==> config.mk <==
export PLATFORM = sky130hd
export DESIGN_NAME = read_scheduler
export DESIGN_NICKNAME = d
export VERILOG_FILES = /design/src/rtl/read_scheduler.sv
export SDC_FILE = /design/constraint.sdc
export NUM_CORES = 1
export LEC_CHECK = 0
export BUFFER_PORTS_ARGS = -buffer_cell sky130_fd_sc_hd__buf_2
export CORE_AREA = 5 5 131 133
export CTS_CLUSTER_DIAMETER = 40
export CTS_CLUSTER_SIZE = 10
export DETAILED_ROUTE_END_ITERATION = 8
export DIE_AREA = 0 0 136 138
export GPL_ROUTABILITY_DRIVEN = 0
export GPL_TIMING_DRIVEN = 0
export PLACE_DENSITY = 0.62
export SYNTH_ARGS = -nofsm -noshare
export SYNTH_HDL_FRONTEND = slang
export SYNTH_SLANG_ARGS = --single-unit
==> constraint.sdc <==
create_clock -name M_AVALON_CLK -period 3.6 [get_ports M_AVALON_CLK]
set_clock_uncertainty 0.1 [all_clocks]
set_input_delay 0.18 -clock M_AVALON_CLK [delete_from_list [all_inputs] [get_ports M_AVALON_CLK]]
set_output_delay 0.18 -clock M_AVALON_CLK [all_outputs]
set_load 0.1 [all_outputs]
==> src/rtl/read_scheduler.sv <==
// Round-robin arbiter that hands one Avalon read master to NUM_REQ requesters.
// Misaligned or empty requests are rejected with a req_error pulse instead of being run.
module read_scheduler #(
    parameter int NUM_REQ              = 4,
    parameter int AVALON_ADDRESS_WIDTH = 32,
    parameter int AVALON_DATA_WIDTH    = 32,
    parameter int ID_WIDTH             = 2
) (
    input  logic                                 M_AVALON_CLK,
    input  logic                                 M_AVALON_RST,
    input  logic [NUM_REQ-1:0]                   req_valid,
    input  logic [NUM_REQ*AVALON_ADDRESS_WIDTH-1:0] req_base,
    input  logic [NUM_REQ*AVALON_ADDRESS_WIDTH-1:0] req_length,
    input  logic [NUM_REQ-1:0]                   req_fixed,
    output logic [NUM_REQ-1:0]                   req_ready,
    output logic [NUM_REQ-1:0]                   req_done,
    output logic [NUM_REQ-1:0]                   req_error,
    output logic [ID_WIDTH-1:0]                  grant_id,
    output logic                                 busy,
    output logic                                 control_go,
    output logic [AVALON_ADDRESS_WIDTH-1:0]      control_read_base,
    output logic [AVALON_ADDRESS_WIDTH-1:0]      control_read_length,
    output logic                                 control_fixed_location,
    input  logic                                 control_done
);
    localparam int AW = AVALON_ADDRESS_WIDTH;
    localparam logic [AW-1:0]      WB_MASK = AW'(AVALON_DATA_WIDTH / 8 - 1);
    localparam logic [NUM_REQ-1:0] LSB_ONE = NUM_REQ'(1);

    typedef enum logic [2:0] {
        S_IDLE,
        S_GO,
        S_SETTLE,
        S_BUSY,
        S_DONE
    } state_t;

    state_t                state_q;
    logic [ID_WIDTH-1:0]   last_grant_q;
    logic [ID_WIDTH-1:0]   grant_id_q;
    logic [AW-1:0]         base_q;
    logic [AW-1:0]         len_q;
    logic                  fixed_q;
    logic                  go_q;
    logic [NUM_REQ-1:0]    done_q;
    logic [NUM_REQ-1:0]    error_q;

    logic [AW-1:0]         base_arr [NUM_REQ];
    logic [AW-1:0]         len_arr  [NUM_REQ];
    logic [ID_WIDTH-1:0]   winner;
    logic [ID_WIDTH-1:0]   cand;
    logic                  any_valid;
    logic                  reject;
    logic [AW-1:0]         win_base;
    logic [AW-1:0]         win_len;

    always_comb begin
        for (int unsigned i = 0; i < NUM_REQ; i++) begin
            base_arr[i] = req_base[i*AW +: AW];
            len_arr[i]  = req_length[i*AW +: AW];
        end
    end

    // Scan from farthest to nearest so the requester right after last_grant wins.
    always_comb begin
        any_valid = |req_valid;
        winner    = last_grant_q;
        cand      = '0;
        for (int unsigned k = NUM_REQ; k >= 1; k--) begin
            cand = last_grant_q + ID_WIDTH'(k);
            if (req_valid[cand]) winner = cand;
        end
    end

    assign win_base = base_arr[winner];
    assign win_len  = len_arr[winner];
    assign reject   = (win_len == '0) || ((win_len & WB_MASK) != '0) ||
                      ((win_base & WB_MASK) != '0);

    always_ff @(posedge M_AVALON_CLK) begin
        if (M_AVALON_RST) begin
            state_q      <= S_IDLE;
            last_grant_q <= ID_WIDTH'(NUM_REQ - 1);
            grant_id_q   <= '0;
            base_q       <= '0;
            len_q        <= '0;
            fixed_q      <= 1'b0;
            go_q         <= 1'b0;
            done_q       <= '0;
            error_q      <= '0;
        end else begin
            go_q    <= 1'b0;
            done_q  <= '0;
            error_q <= '0;
            case (state_q)
                S_IDLE: begin
                    if (any_valid) begin
                        base_q       <= win_base;
                        len_q        <= win_len;
                        fixed_q      <= req_fixed[winner];
                        grant_id_q   <= winner;
                        last_grant_q <= winner;
                        if (reject) begin
                            error_q <= LSB_ONE << winner;
                        end else begin
                            state_q <= S_GO;
                            go_q    <= 1'b1;
                        end
                    end
                end
                S_GO:     state_q <= S_SETTLE;
                S_SETTLE: state_q <= S_BUSY;
                S_BUSY: begin
                    if (control_done) begin
                        state_q <= S_DONE;
                        done_q  <= LSB_ONE << grant_id_q;
                    end
                end
                S_DONE:   state_q <= S_IDLE;
                default:  state_q <= S_IDLE;
            endcase
        end
    end

    assign req_ready              = (state_q == S_IDLE && any_valid && !M_AVALON_RST) ?
                                    (LSB_ONE << winner) : '0;
    assign req_done               = done_q;
    assign req_error              = error_q;
    assign grant_id               = grant_id_q;
    assign busy                   = (state_q != S_IDLE);
    assign control_go             = go_q;
    assign control_read_base      = base_q;
    assign control_read_length    = len_q;
    assign control_fixed_location = fixed_q;
endmodule

Yosys cells after proc, flatten, opt, wreduce, memory -nomap -nowiden
Cells that the tools add are included.

word-level totals
  register bits = 81
  input bits = 267
  output and inout bits = 81
  logic and storage cells = 70

operators by class
  $add $sub $neg = 3
  $lt $le $gt $ge = 5
  eq/ne operators = 6
  shift-type cells = 2
  muxes and demuxes = 23
  bitwise operators = 6
  reduce and logical (&&, ||, !) cells = 16

operators by type and width
  operator                                                     number
  binary-select mux 32 bit (select 2 bit)                      2
  two-way mux 32 bit                                           4
  nonzero test 32 bit                                          2
  logical NOT 32 bit                                           1
  less-than comparator 2 x 3 -> 1 bit (second input constant)  4
  case mux 3 bit (4 select lines)                              1
  two-way mux 3 bit                                            3
  binary-select mux 1 bit (select 2 bit)                       4
  OR reduction 4 bit                                           2
  left shift 1 x 2 -> 4 bit (first input constant)             2
  equality test 3 x 2 -> 1 bit (second input constant)         2
  two-way mux 2 bit                                            3
  inequality test 2 bit (second input constant)                3
  OR reduction 3 bit                                           2
  two-way mux 1 bit                                            5
  inverter 1 bit                                               5
  adder 2 bit (second input constant)                          2
  two-way mux 4 bit                                            1
  equality test 3 x 1 -> 1 bit (second input constant)         1
  >= comparator 3 bit (second input constant)                  1
  logical NOT 3 bit                                            1
  inverter 2 -> 3 bit                                          1
  AND reduction 3 bit                                          1
  nonzero test 3 bit                                           1
  other kinds (5)                                              7

Longest topological paths before layout
Gate-level depths: netlist of run 1.

  depth after elaboration = 16
  mapped depth = 12
  mapped depth without buffers = 9

Least setup slack after synthesis of run 1
No wires, ideal clock.

  kind = reg2out
  from = reg state_q[0]
  to = out req_ready[0]
  arrival time = 3.394 ns
  data required time = 3.320 ns
  slack = -0.074 ns
  cell stages (with the launch flop) = 8
  path buffers = 2
  cells stage by stage = dfxtp_1 > or3_1 > or2_2 > clkbuf_1 > clkbuf_1 > nor2_1 > nand2_1 > nor2_1

on the way
  cells in the longest elaborated chain, start to end = 4

RTL lines
  item                             RTL line  source
  start, declared                  38        state_t state_q;
  start signal, assigned           82        state_q <= S_IDLE;
  start signal, assigned           106       state_q <= S_GO;
  start signal, assigned           111       S_GO: state_q <= S_SETTLE;
  logical NOT 3 bit                125       assign req_ready = (state_q == S_IDLE && any_valid && !M_AVALON_RST) ?
  logical AND 1 bit (2 in series)  125
  two-way mux 4 bit                125
  end, declared                    15        output logic [NUM_REQ-1:0] req_ready,

No other way between the ends.

Worst setup path in the final report of run 1
  from = reg last_grant_q[0]
  to = out req_ready[1]

on the way
  cells in the longest elaborated chain, start to end = 8
  elaborated cells between the ends (all ways) = 14
  those cells by class = add/sub (3); shift (1); mux (10)

RTL lines
  item                                     RTL line  source
  start, declared                          39        logic [ID_WIDTH-1:0] last_grant_q;
  start signal, assigned                   83        last_grant_q <= ID_WIDTH'(NUM_REQ - 1);
  start signal, assigned                   102       last_grant_q <= winner;
  adder 2 bit                              70        cand = last_grant_q + ID_WIDTH'(k);
  binary-select mux 1 bit (select 2 bit)   71        if (req_valid[cand]) winner = cand;
  two-way mux 1 bit (implied by the code)  71
  two-way mux 2 bit (2 in series)          71
  two-way mux 2 bit *                      71
  left shift 1 x 2 -> 4 bit *              126       (LSB_ONE << winner) : '0;
  two-way mux 4 bit *                      125

Mark *: on every way between the ends. The rest lies on a longest branch, timed or not. The select of a mux whose other input is x is not followed.

==> out/qor.csv, run 1 <==
metric;value;unit
met1 GRT Util;0.3112;
Die X;136;µm
largest net degree at the start of global routing;20;
routing layer with the top usage in global route;met2;
DP Worst Slack;-0.1703;ns
DRC;0;
H-tree level count;3;
TritonCTS clock tree;done;
Leak;3.726;nW
maximum vdd drop;0.5286;mV
vias in the first global route;6707;
area grow syn2layout;47.33;%
First DRT Iteration DRCs;544;
final hold violation count;0;
Yosys top cell area share;0.3296;
unrepaired setup endpoints after global routing;false;
critical path arrival;3.11;ns
register area share after synthesis;0.3296;
# diodes;0;
post-synthesis cell count;768;
Top delay family on crit path;buffers and inverters;
Hold Crit Class;in -> reg;
CP dominant cell by count;buf_2;
Pre-antenna DRT Iters;5;
Critical Path RT;3.32;ns
Final WS setup;0.2114;ns
Initial Util;0.3131;
final WL;24010;µm
post-route ant nets;0;
Cell Rows;46;
syn nets;1035;
mapped cell area;4920;µm²
setup bufs post-CTS;0;
post-synth top area cell;dfxtp_1;
IO Pins;348;
CTS buffer count;9;
Post-synth EDFFs;0;
via/cell ratio;5.113;
Setup Viol. Count Final;0;
met2 GRT Util;0.4096;
GRT Util Overall;0.2469;
Synth area leaders;dfxtp_1 (33%), nand2_1 (21%), nand3_1 (9.6%), a21oi_1 (6.8%), a211oi_1 (5.3%);
Async SR Flop Fraction;0;
global-route wire length before repair;36560;µm
CP Max Fanout;19;
Slew @ Worst Pin;0.6538;ns
kind of critical path;reg -> out;
power density cells;1002;nW/µm²
max incr delay on CP;0.46;ns
crit share post-route;0.9413;
crit start category;register;
clock root buffer;clkbuf_16;
Sink Count;81;
Tot Pwr;7.263;mW
met3 usage;0.06168;
status;completed;
Cell variety after synth;41;
clock-pin slew on the worst setup and hold paths;0.07;ns
Max Freq;295.1;MHz
layout cells sized above 1;0.3437;
Relative slew margins;0.5641;
Max Transition Viols Final;0;
Layout Nets;1388;
port bufs;346;
Worst-Skew Late Latency;0.35;ns
Remaining Overflow, GRT;0;
Via Count;6862;
HPWL after detailed placement;19580;µm
Worst setup EP type;output pin;
CTS max path bufs;2;
Synth Flop Type;dfxtp_1;
initial antenna violation count;0;
syn_area_per_cell;6.406;µm²
CP bufs+invs;4;
min cycle time layout;3.389;ns
CP cell instances;nor2b_1, a21o_1, a221oi_4, buf_4, buf_2, clkbuf_1, nor2_1, buf_2;
Critical-path top delay cell;a221oi_4;
Die Y-Extent;138;µm
#FFs+latches synth;81;
max cap viols;0;
core area;15710;µm²
die area;18770;µm²
WL/cell;17.89;µm
YS warnings;0;
-- synthesized netlist by cell type, types with 2 or more instances --
cell,number
nand3_1,94
nand2_1,275
a31o_1,9
nand2b_1,2
nor3_1,7
buf_1,9
a211oi_1,35
a21oi_1,67
a31oi_1,24
inv_1,2
or2_2,2
dfxtp_1,81
buf_2,11
nor4_1,5
and2_1,2
nor2_1,35
and3_1,35
clkbuf_1,47
or3_1,2
a21o_1,2
nand4_1,2
-- worst paths after layout --
kind	from	endpoint	slack (ns)	cells past startpoint
worst max-delay path	last_grant_q[0]$_SDFFE_PP1P_	req_ready[1]	0.21	8
worst min-delay path	control_done	state_q[0]$_SDFFE_PP0P_	0.06	3
worst max register to register	last_grant_q[0]$_SDFFE_PP1P_	control_go$_SDFF_PN0_	0.28	10
worst min register to register	control_read_base[21]$_SDFFE_PP0P_	control_read_base[21]$_SDFFE_PP0P_	0.35	2
-- per-stage QoR --
stage	util	TNS [ns]	instance area (µm²)	hold slack [ns]	std cells
3_5_place_dp	0.4405	-0.3360	6922	0.3434	1330
6_report	0.4613	0	7248	0.05856	1342
3_3_place_gp	0.4405	-0.3086	6922	0.3387	1330
4_1_cts	0.4614	0	7249	0.03551	1343
2_1_floorplan	-	-0.2954	4920	0.2750	768
5_1_grt	0.4613	0	7248	0.03445	1342
-- logic make-up after synthesis --
family,Yosys count,share of synthesized area
simple gates,469,0.4186
buf+inv,71,0.05926
compound gates,147,0.1925
flops,81,0.3296
-- tightest hold or removal path: stages --
cell,delay (ns)
buf_2,0.11
a21bo_2,0.12
a21boi_1,0.04
-- report_power, final --
part / total, mW / switching [mW] / leakage (nW) / internal, mW
Combinational: 4.86 / 3.85 / 2.89 / 1.02
Clock: 1.03 / 0.412 / 0.160 / 0.621
Sequential: 1.37 / 0.171 / 0.672 / 1.19
-- per-layer routing --
metal,up-vias,routed length [µm]
met5,-,0
met4,0,726
met3,58,1979
met2,350,11450
met1,3113,9856
li1,3341,-
-- layout make-up --
cell class                 instances  area, µm²
tap                              216      270.3
timing repair buffer             346       1732
clock inverter                     7      110.1
inverter                           2      7.507
fill                            1742       8464
clock buffer                       9      225.2
buffer                            65      275.3
sequential                        81       1622
multi-input combinational        616       3007
-- flip-flops by register name, indices dropped and copies added, names as in the netlist --
signal and flops:
control_read_base 32, control_read_length 32, req_done 4, req_error 4, state_q 3, grant_id 2, last_grant_q 2, control_fixed_location 1
control_go 1
-- cells in the final DEF, fill, tap and decap left out, types with 3 or more instances in the layout --
cell type	instances
a211oi_1	35
a21oi_1	67
a31o_1	9
a31oi_1	24
and3_1	35
buf_1	7
buf_2	356
clkbuf_1	44
clkbuf_16	9
dfxtp_1	81
inv_6	3
nand2_1	275
nand3_1	94
nor2_1	35
nor3_1	7
nor4_1	5
-- repair_timing --
action | CTS | global route
hold buffers | 0 | 0
pin swaps | 0 | 0
resized for setup | 2 | 1
endpoints found under the setup margin | 4 | 7
gates cloned | 0 | 0
(Power assumes the default switching activity.)
==> run 2: changes to the inputs <==
- ABC_AREA: default -> 1
- CORE_AREA: 5 5 131 133 -> 5 5 132 134
- DIE_AREA: 0 0 136 138 -> 0 0 137 139
- PLACE_DENSITY: 0.62 -> 0.61
==> out/qor.csv, run 2 <==
metric;value;unit
vias in the first global route;6750;
Critical Path RT;3.32;ns
Post-Layout Cell Count;1344;
number of filler cells placed in the layout;1754;
CTS buffer count;9;
WL met2;12070;µm
YS warnings;0;
register area share after synthesis;0.3255;
commonest non-fill, non-tap cell in the layout;buf_2;
CP Max Fanout;10;
crit start category;register;
clock-pin slew on the worst setup and hold paths;0.07;ns
Worst setup EP type;output pin;
status;completed;
Hold Crit Class;in -> reg;
metal3 WL;2217;µm
CTS max path bufs;2;
initial antenna violation count;1;
via/cell ratio;5.118;
min cycle time layout;3.139;ns
crit share post-route;0.8718;
Remaining Overflow, GRT;0;
post-route ant nets;0;
Hold Path Depth;3;
Sink Count;81;
Via Count;6879;
post-synthesis cell count;758;
mapped cell area;4981;µm²
dpl cells;1325;
syn_area_per_cell;6.571;µm²
Max Transition Viols Final;0;
Die X;137;µm
Yosys top cell area share;0.3255;
Cell variety after synth;29;
R2R depth;23;
IO Pins;348;
Synth area leaders;dfxtp_1 (33%), nand2_1 (16%), nand3_1 (11%), o21ai_0 (6.1%), a41oi_1 (5.5%);
critical path arrival;2.86;ns
Post-synth EDFFs;0;
Worst-Skew Late Latency;0.34;ns
Initial Util;0.3080;
final hold violation count;0;
WL/cell;18.61;µm
max layer used;met5;
GRT Util Overall;0.2472;
layout cells sized above 1;0.3651;
Slew @ Worst Pin;0.7026;ns
unrepaired setup endpoints after global routing;false;
Non-Filler Cell Area, Final;7301;µm²
core area;16170;µm²
HPWL after detailed placement;20160;µm
DP Worst Slack;0.5137;ns
die area;19040;µm²
kind of critical path;reg -> out;
final WL;25010;µm
cell with the most instances after synthesis;nand2_1;
largest net degree at the start of global routing;14;
Relative slew margins;0.5273;
Async SR Flop Fraction;0;
Synth Flop Type;dfxtp_1;
H-tree level count;3;
Max Freq;318.6;MHz
TritonCTS clock tree;done;
Cell Rows;47;
clock root buffer;clkbuf_16;
top cells by count, synth;nand2_1 (208), nand3_1 (113), dfxtp_1 (81);
port bufs;347;
met1 wire length;9944;µm
Layout Nets;1385;
Pre-antenna DRT Iters;5;
area grow syn2layout;46.57;%
most frequent cells in the layout;buf_2 (359), nand2_1 (208), nand3_1 (113);
First DRT Iteration DRCs;293;
Setup Viol. Count Final;0;
DRC;0;
post-synth top area cell;dfxtp_1;
global-route wire length before repair;36460;µm
Die Y-Extent;139;µm
Final WS setup;0.4614;ns
#FFs+latches synth;81;
max cap viols;0;
syn nets;1025;
Placed Area;6993;µm²
[run 2: worst paths after layout]
kind / startpoint / to / slack (ns)
worst max-delay path: state_q[0]$_SDFFE_PP0P_ / req_ready[1] / 0.46
worst min-delay path: req_base[4] / control_read_base[4]$_SDFFE_PP0P_ / 0.04
worst max register to register: last_grant_q[0]$_SDFFE_PP1P_ / state_q[0]$_SDFFE_PP0P_ / 0.68
worst min register to register: control_read_length[7]$_SDFFE_PP0P_ / control_read_length[7]$_SDFFE_PP0P_ / 0.38
[run 2: area by class of cell]
class | instances | area, µm² | share of cell area
repair buffers | 349 | 1757 | 0.2406
clock buffers | 12 | 256.5 | 0.03513
diodes | 1 | 2.502 | 0.0003428
well taps | 220 | 275.3 | 0.03770
plain buffers | 63 | 304.0 | 0.04165
flip-flops and latches | 81 | 1622 | 0.2221
multi-input cells | 579 | 2922 | 0.4002
clock inverters | 4 | 26.28 | 0.003599
inverters | 35 | 136.4 | 0.01868
[run 2: cells by family after synthesis]
group | Yosys count | share of synthesized area
AOI/OAI and AO/OA | 150 | 0.1952
buffers and inverters | 98 | 0.08842
DFF | 81 | 0.3255
and+or+nand+nor | 429 | 0.3909
[run 2: repair_timing]
item | 4_1_cts | 5_1_grt
hold endpoints to repair | 4 | 0
setup buffers | 0 | 0
endpoints found under the setup margin | 0 | 4
hold buffers | 2 | 0
gates resized for setup | 0 | 1
[run 2: metal layers]
layer / track usage / up-vias
met4: 0.09244 / 2
met3: 0.06023 / 53
met5: 0 / -
met1: 0.2940 / 3108
li1: - / 3365
met2: 0.4263 / 351
[run 2: critical path, cell delays in order (launching register included)]
cell	delay, ns
dfxtp_1	0.33
nor2_1	0.14
inv_1	0.05
nor2_1	0.17
inv_1	0.11
nor2_2	0.39
inv_2	0.17
nor2_1	0.14
inv_1	0.10
clkbuf_1	0.29
nor2_1	0.18
buf_2	0.44
[run 2: stage by stage]
step | utilization | hold slack [ns] | setup TNS, ns
6_report | 0.4515 | 0.03914 | 0
5_1_grt | 0.4513 | 0.03926 | 0
4_1_cts | 0.4511 | 0.02439 | 0
3_5_place_dp | 0.4324 | 0.3182 | 0
3_3_place_gp | 0.4324 | 0.3190 | 0
2_1_floorplan | - | 0.1491 | -0.08352
Power of run 2 is left out: the tool's default activity adds up to more than one toggle a clock period on the data nets, which glitch-free logic cannot reach.
